==> src/rtl/pe_mvm_sequencer.sv <==
// Sequencer between the reservoir state buffer and one 8-in/4-out PE.
// It gathers a serial input vector, fetches its weight tile, fires the PE once and streams out the results.
module pe_mvm_sequencer #(
    parameter int WORD_LEN = 16,
    parameter int NEU_IN   = 8,
    parameter int NEU_OUT  = 4,
    parameter int ADDR_W   = 6,
    parameter int PE_LAT   = 2
) (
    input  logic                                clk,
    input  logic                                rst,
    input  logic                                in_valid,
    output logic                                in_ready,
    input  logic [WORD_LEN-1:0]                 in_data,
    input  logic [ADDR_W-1:0]                   tile,
    output logic                                w_en,
    output logic [ADDR_W-1:0]                   w_addr,
    input  logic [WORD_LEN*NEU_IN*NEU_OUT-1:0]  w_rdata,
    output logic [WORD_LEN*NEU_IN-1:0]          pe_data,
    output logic [WORD_LEN*NEU_IN*NEU_OUT-1:0]  pe_weight,
    output logic                                pe_ce,
    input  logic [WORD_LEN*NEU_OUT-1:0]         pe_q,
    output logic                                out_valid,
    input  logic                                out_ready,
    output logic [WORD_LEN-1:0]                 out_data,
    output logic                                out_last,
    output logic                                busy,
    output logic [15:0]                         vec_count
);

    localparam int IN_W   = (NEU_IN  > 1) ? $clog2(NEU_IN)  : 1;
    localparam int OUT_W  = (NEU_OUT > 1) ? $clog2(NEU_OUT) : 1;
    localparam int WAIT_W = (PE_LAT  > 1) ? $clog2(PE_LAT)  : 1;

    localparam logic [IN_W-1:0]   IN_LAST   = IN_W'(NEU_IN - 1);
    localparam logic [OUT_W-1:0]  OUT_LAST  = OUT_W'(NEU_OUT - 1);
    localparam logic [WAIT_W-1:0] WAIT_LAST = WAIT_W'(PE_LAT - 1);

    typedef enum logic [2:0] {
        FILL,
        FETCH,
        WAIT,
        FIRE,
        DRAIN
    } state_t;

    state_t                             state;
    logic [IN_W-1:0]                    in_cnt;
    logic [OUT_W-1:0]                   out_cnt;
    logic [WAIT_W-1:0]                  wait_cnt;
    logic [15:0]                        vec_cnt;
    logic [NEU_IN-1:0][WORD_LEN-1:0]    data_words;
    logic [NEU_OUT-1:0][WORD_LEN-1:0]   q_words;

    assign pe_data   = data_words;
    assign pe_weight = w_rdata;
    assign q_words   = pe_q;
    assign vec_count = vec_cnt;

    // The PE holds Q for the whole drain, so the output word is a plain mux on out_cnt.
    assign out_data  = q_words[out_cnt];

    always_ff @(posedge clk) begin
        if (rst) begin
            state      <= FILL;
            in_cnt     <= '0;
            out_cnt    <= '0;
            wait_cnt   <= '0;
            vec_cnt    <= '0;
            data_words <= '0;
            w_addr     <= '0;
            w_en       <= 1'b0;
            pe_ce      <= 1'b0;
            out_valid  <= 1'b0;
            out_last   <= 1'b0;
            busy       <= 1'b0;
            in_ready   <= 1'b1;
        end else begin
            case (state)
                FILL: begin
                    if (in_valid && in_ready) begin
                        data_words[in_cnt] <= in_data;
                        if (in_cnt == '0) begin
                            w_addr <= tile;
                        end
                        if (in_cnt == IN_LAST) begin
                            in_cnt   <= '0;
                            in_ready <= 1'b0;
                            busy     <= 1'b1;
                            w_en     <= 1'b1;
                            state    <= FETCH;
                        end else begin
                            in_cnt <= in_cnt + 1'b1;
                        end
                    end
                end

                FETCH: begin
                    w_en     <= 1'b0;
                    wait_cnt <= '0;
                    state    <= WAIT;
                end

                // Weight tile lands the first WAIT cycle; count out the PE transfer latency.
                WAIT: begin
                    if (wait_cnt == WAIT_LAST) begin
                        wait_cnt <= '0;
                        pe_ce    <= 1'b1;
                        state    <= FIRE;
                    end else begin
                        wait_cnt <= wait_cnt + 1'b1;
                    end
                end

                FIRE: begin
                    pe_ce     <= 1'b0;
                    out_valid <= 1'b1;
                    out_cnt   <= '0;
                    out_last  <= (OUT_LAST == '0);
                    state     <= DRAIN;
                end

                DRAIN: begin
                    if (out_ready) begin
                        if (out_cnt == OUT_LAST) begin
                            out_cnt   <= '0;
                            out_valid <= 1'b0;
                            out_last  <= 1'b0;
                            vec_cnt   <= vec_cnt + 16'd1;
                            busy      <= 1'b0;
                            in_ready  <= 1'b1;
                            state     <= FILL;
                        end else begin
                            out_cnt  <= out_cnt + 1'b1;
                            out_last <= ((out_cnt + 1'b1) == OUT_LAST);
                        end
                    end
                end

                default: begin
                    state     <= FILL;
                    w_en      <= 1'b0;
                    pe_ce     <= 1'b0;
                    out_valid <= 1'b0;
                    out_last  <= 1'b0;
                    busy      <= 1'b0;
                    in_ready  <= 1'b1;
                end
            endcase
        end
    end

endmodule

==> config.mk <==
export PLATFORM = sky130hd
export DESIGN_NAME = pe_mvm_sequencer
export DESIGN_NICKNAME = d
export VERILOG_FILES = /design/src/rtl/pe_mvm_sequencer.sv
export SDC_FILE = /design/constraint.sdc
export NUM_CORES = 1
export LEC_CHECK = 0
export CORE_AREA = 2 2 496 498
export DETAILED_ROUTE_END_ITERATION = 12
export DIE_AREA = 0 0 498 500
export SLEW_MARGIN = 5
export SYNTH_ARGS = -nofsm -noshare
export SYNTH_HDL_FRONTEND = slang
export SYNTH_SLANG_ARGS = --single-unit
==> constraint.sdc <==
create_clock -name clk -period 2.09 [get_ports clk]
set_clock_uncertainty 0.05 [all_clocks]
set_input_delay 0.5225 -clock clk [delete_from_list [all_inputs] [get_ports clk]]
set_output_delay 0.5225 -clock clk [all_outputs]
set_load 0.03 [all_outputs]
# Word level (Yosys, flattened, before mapping)
# Index checks and enable logic that the tools add are counted.
# word_totals
output_inout_bits	684
register_bits	165
inputBits	602
# op_classes
add_sub_neg	4
eq_ne	12
order_cmp	3
n_bitwise	4
mux	34
reduce_logical	20
# ops
operator	n
$bwmux W128	1
$demux W16 S3	1
$bmux W16 S2	1
$mux W16	2
$mux W3	6
$add A16 B1 Y16 const B	1
$pmux W3 S5	1
$mux W1	12
$reduce_and A3 Y1	4
$reduce_or A3 Y1	4
$ne A2 B2 Y1 const B	5
$reduce_and A5 Y1	2
$pmux W1 S3	3
$pmux W1 S2	4
$reduce_and A2 Y1	4
$eq A3 B2 Y1 const B	2
$eq A3 B3 Y1 const B	2
$logic_not A3 Y1	2
$eq A2 B2 Y1 const B	2
$lt A3 B4 Y1 const B	1
$mux W2	2
$not A1 Y1	4
$pmux W2 S2	1
$reduce_bool A2 Y1	2
7 further kinds	8

# Depth between registers and ports, before layout
# depth
depth_word	5
ltp_mapped	7

# Least setup slack after synthesis
# OpenSTA, ideal clock, no wires.
# synth_path
kind	flip-flop to output port
start	register out_cnt[0]
end	output port out_data[10]
required_time_ns	1.517
path_buffers	2
stages_incl_launch_ff	4
setup_slack_ns	0.004
arrival_ns	1.514
cell_sequence	dfxtp_1 > buf_2 > buf_2 > mux4_2
# synth_between
elab_chain_cells	2
# synth_lines
item	line_no	rtl
start: declaration	49	logic [OUT_W-1:0] out_cnt;
start signal: assignment	134	out_cnt <= out_cnt + 1'b1;
$bmux W16 S2	61	assign out_data = q_words[out_cnt];
$mux W16 (not written as such)	61	
end: declaration	25	output logic [WORD_LEN-1:0] out_data,
# Every way passes these cells. The select of a mux whose other input is x is not followed.

# Worst setup path in the final report
# layout_path
start	register out_cnt[0]
end	output port out_data[0]
# The elaborated chain is that of the path after synthesis.

==> run summary <==
Clk_lat worst skew: 0.52 ns
Total number of vias: 8111
Post-synth EDFFs: 0
Max Fclk: 402 MHz
Internal: 5.26 mW
Most common cell in the netlist: buf_4
Leakage: 4.51 nW
#FFs+latches synth: 165
Sequential group share of total power: 41.2%
Kind of end point of the critical path: output pin
Clock root buffer: clkbuf_16
H-tree depth: 4
Final WL: 159000 µm
Crit path max fanout: 5
Yosys top cell area share: 37.6%
DRC Markers: 0
Clock Power Share: 47.1%
Final setup margin: -0.397 ns
Congestion Overflow GR: 0
Dpl ws: -0.575 ns
Area of the multi-input gates: 3060 µm²
Crit path launch type: flip-flop
Register area share after synthesis: 31.5%
Tmin final: 2.49 ns
Share of cells above drive strength 1: 16.2%
Critical Path AT: 1.91 ns
Port bufs: 261
Placed cells: 4276
Antenna violations before repair: 2
DPL Wire Length: 150000 µm
Post-Syn Area: 10500 µm²
Drt first pass iters: 5
Power Density: 543 nW/µm²
Setup Crit Path Kind: reg -> out
Vias in the first global route: 7468
First-pass GRT wire length: 177000 µm
Slew at the pin with the worst max-slew slack: 0.583 ns
Wire per inst: 36.9 µm
Largest cells by area after synthesis: buf_4 (38%), dfxtp_1 (31%), nand2_1 (9.8%), a21oi_1 (6.9%), mux4_2 (3.4%)
Final worst-path cycle share: 119%
Hold buffers post-CTS: 0
Synth Instances: 1311
Total track usage: 12.3%
Dominant synthesized flop cell: dfxtp_1
Synth cell types: 44
NetSw: 2.59 mW
Final cell count without fillers: 4318
CTS Buf Count: 17
Filler cells: 28700
P&R area growth vs syn: 38.0%
FF/Latch Area: 3310 µm²
Comb power frac: 11.8%
ANT nets after route: 0
Slew headroom: 61.0%
Vias per cell: 1.88
Synth area leader: buf_4
Die W: 498 µm
Cell Rows: 182
RSZ-0062 raised after global routing: yes
Most frequent cells after synthesis: buf_4 (525), nand2_1 (273), dfxtp_1 (165)
CTS sink cnt: 165
Switching part of the total: 33.0%
Total of max-cap violations: 0
Synth warnings: 0
Final hold viol count: 0
Post-synth ARST share: 0%
Failing checks: negative setup slack
Worst path required time: 1.52 ns
Die area: 249000 µm²
CTS tree: built
Post-layout nets: 1692
Largest net degree at the start of global routing: 90
Drt initial violations: 648
Mean Syn Cell Area: 8.00 µm²
Final setup violating endpoints: 16
GP Congestion: 0.864
Tightest Hold Check Type: in -> reg
Core area: 244000 µm²
Clk buf depth: 2
Syn Nets: 1919
Worst IR Drop VDD: 566 µV
Die Span Y: 500 µm
Status: finished, violations left
CTS clk-pin slew, worst paths: 0.12 ns
Final max-slew violation count: 0
Ports: 1286
Initial Util: 4.29%
cell families (layout without fill, tap and decap cells):
| kind of cell | Yosys count | after routing | share of synthesized area [%] |
|---|---|---|---|
| buffers and inverters | 586 | 372 | 39.9 |
| AOI/OAI and AO/OA | 163 | 163 | 7.99 |
| muxes | 25 | 25 | 4.29 |
| xor gates and xnor gates | 10 | 10 | 0.835 |
| and+or+nand+nor | 356 | 356 | 14.8 |
| other | 0 | 1 | 0 |
| adders and majority gates | 6 | 6 | 0.716 |
| DFF | 165 | 165 | 31.5 |
sequential cells by signal, indices dropped and copies added, names as in the netlist, 2 cells and up:
signal	count
in_cnt	3
out_cnt	2
pe_data	128
state	3
vec_count	16
w_addr	6
worst paths after layout:
path	from	endpoint	slack, ns	depth (start not counted)
max	out_cnt[0]	out_data[0]	-0.40	4
min	rst	pe_data[7]	0.37	3
max reg2reg	out_cnt[0]	vec_count[15]	0	8
min reg2reg	pe_data[81]	pe_data[81]	0.40	2
cell usage in the layout (no fill, tap or decap), types with 6 or more instances in the layout:
cell and count:
nor3_1 6, buf_4 59, nand3_1 7, clkdlybuf4s50_1 88, buf_6 20, clkinv_8 6
buf_12 33, mux2i_1 9, dfxtp_1 164, nand4_1 7, mux4_2 16, nand2_1 273
or3_1 9, o21ai_0 10, xnor2_1 9, inv_1 7, a21oi_1 143, clkbuf_16 17
dlygate4sd2_1 130, nor2_1 19
power by group through the flow:
stage / combinational (mW) / clock [mW] / sequential [mW]
after floorplan: 2.11 / 0 / 3.41
after global placement: 0.958 / 0 / 3.31
after detailed placement: 0.966 / 0 / 3.31
after CTS: 0.943 / 3.92 / 3.23
after global routing: 0.972 / 3.95 / 3.24
final: 0.923 / 3.70 / 3.23
cell type report:
cell class / count / area share (%)
multi-input combinational: 560 / 21.2
inverter: 7 / 0.182
clock buffer: 17 / 2.94
antenna: 1 / 0.0173
tap: 3220 / 27.8
timing repair buffer: 333 / 23.5
clock inverter: 15 / 1.47
sequential: 165 / 22.9
critical path: stages (launching register included):
cell	delay [ns]
dfxtp_4	0.41
buf_12	0.12
buf_8	0.12
mux4_2	0.56
buf_6	0.17
per-stage QoR:
stage                     total power, mW  TNS, ns  instance area (µm²)  utilization [%]  hold WS (ns)
after global placement               4.27   -26.64                13800             5.64         0.390
after detailed placement             4.28   -29.78                13800             5.64         0.395
after floorplan                      5.52        0                10500                -         0.435
after global routing                 8.16    -6.52                14500             5.92         0.382
final                                7.85    -5.24                14500             5.92         0.372
after CTS                            8.10    -6.43                14400             5.89         0.327
repair_timing:
| item | in CTS | in global routing |
|---|---|---|
| buffers inserted | 5 | 3 |
| gates cloned | 1 | 0 |
| endpoints found under the setup margin | 146 | 20 |
| pin swaps | 0 | 2 |
| resized for setup | 203 | 16 |
layer usage:
layer  track usage, %  vias to the layer above  wire length (µm)
met5                0                        -                 0
met4             8.58                        0             12200
met3             23.3                      308             65100
met2             18.7                     1081             68900
met1             2.97                     3488             13400
li1                 -                     3234                 -
Note: power is estimated with default switching activity, not from simulation.
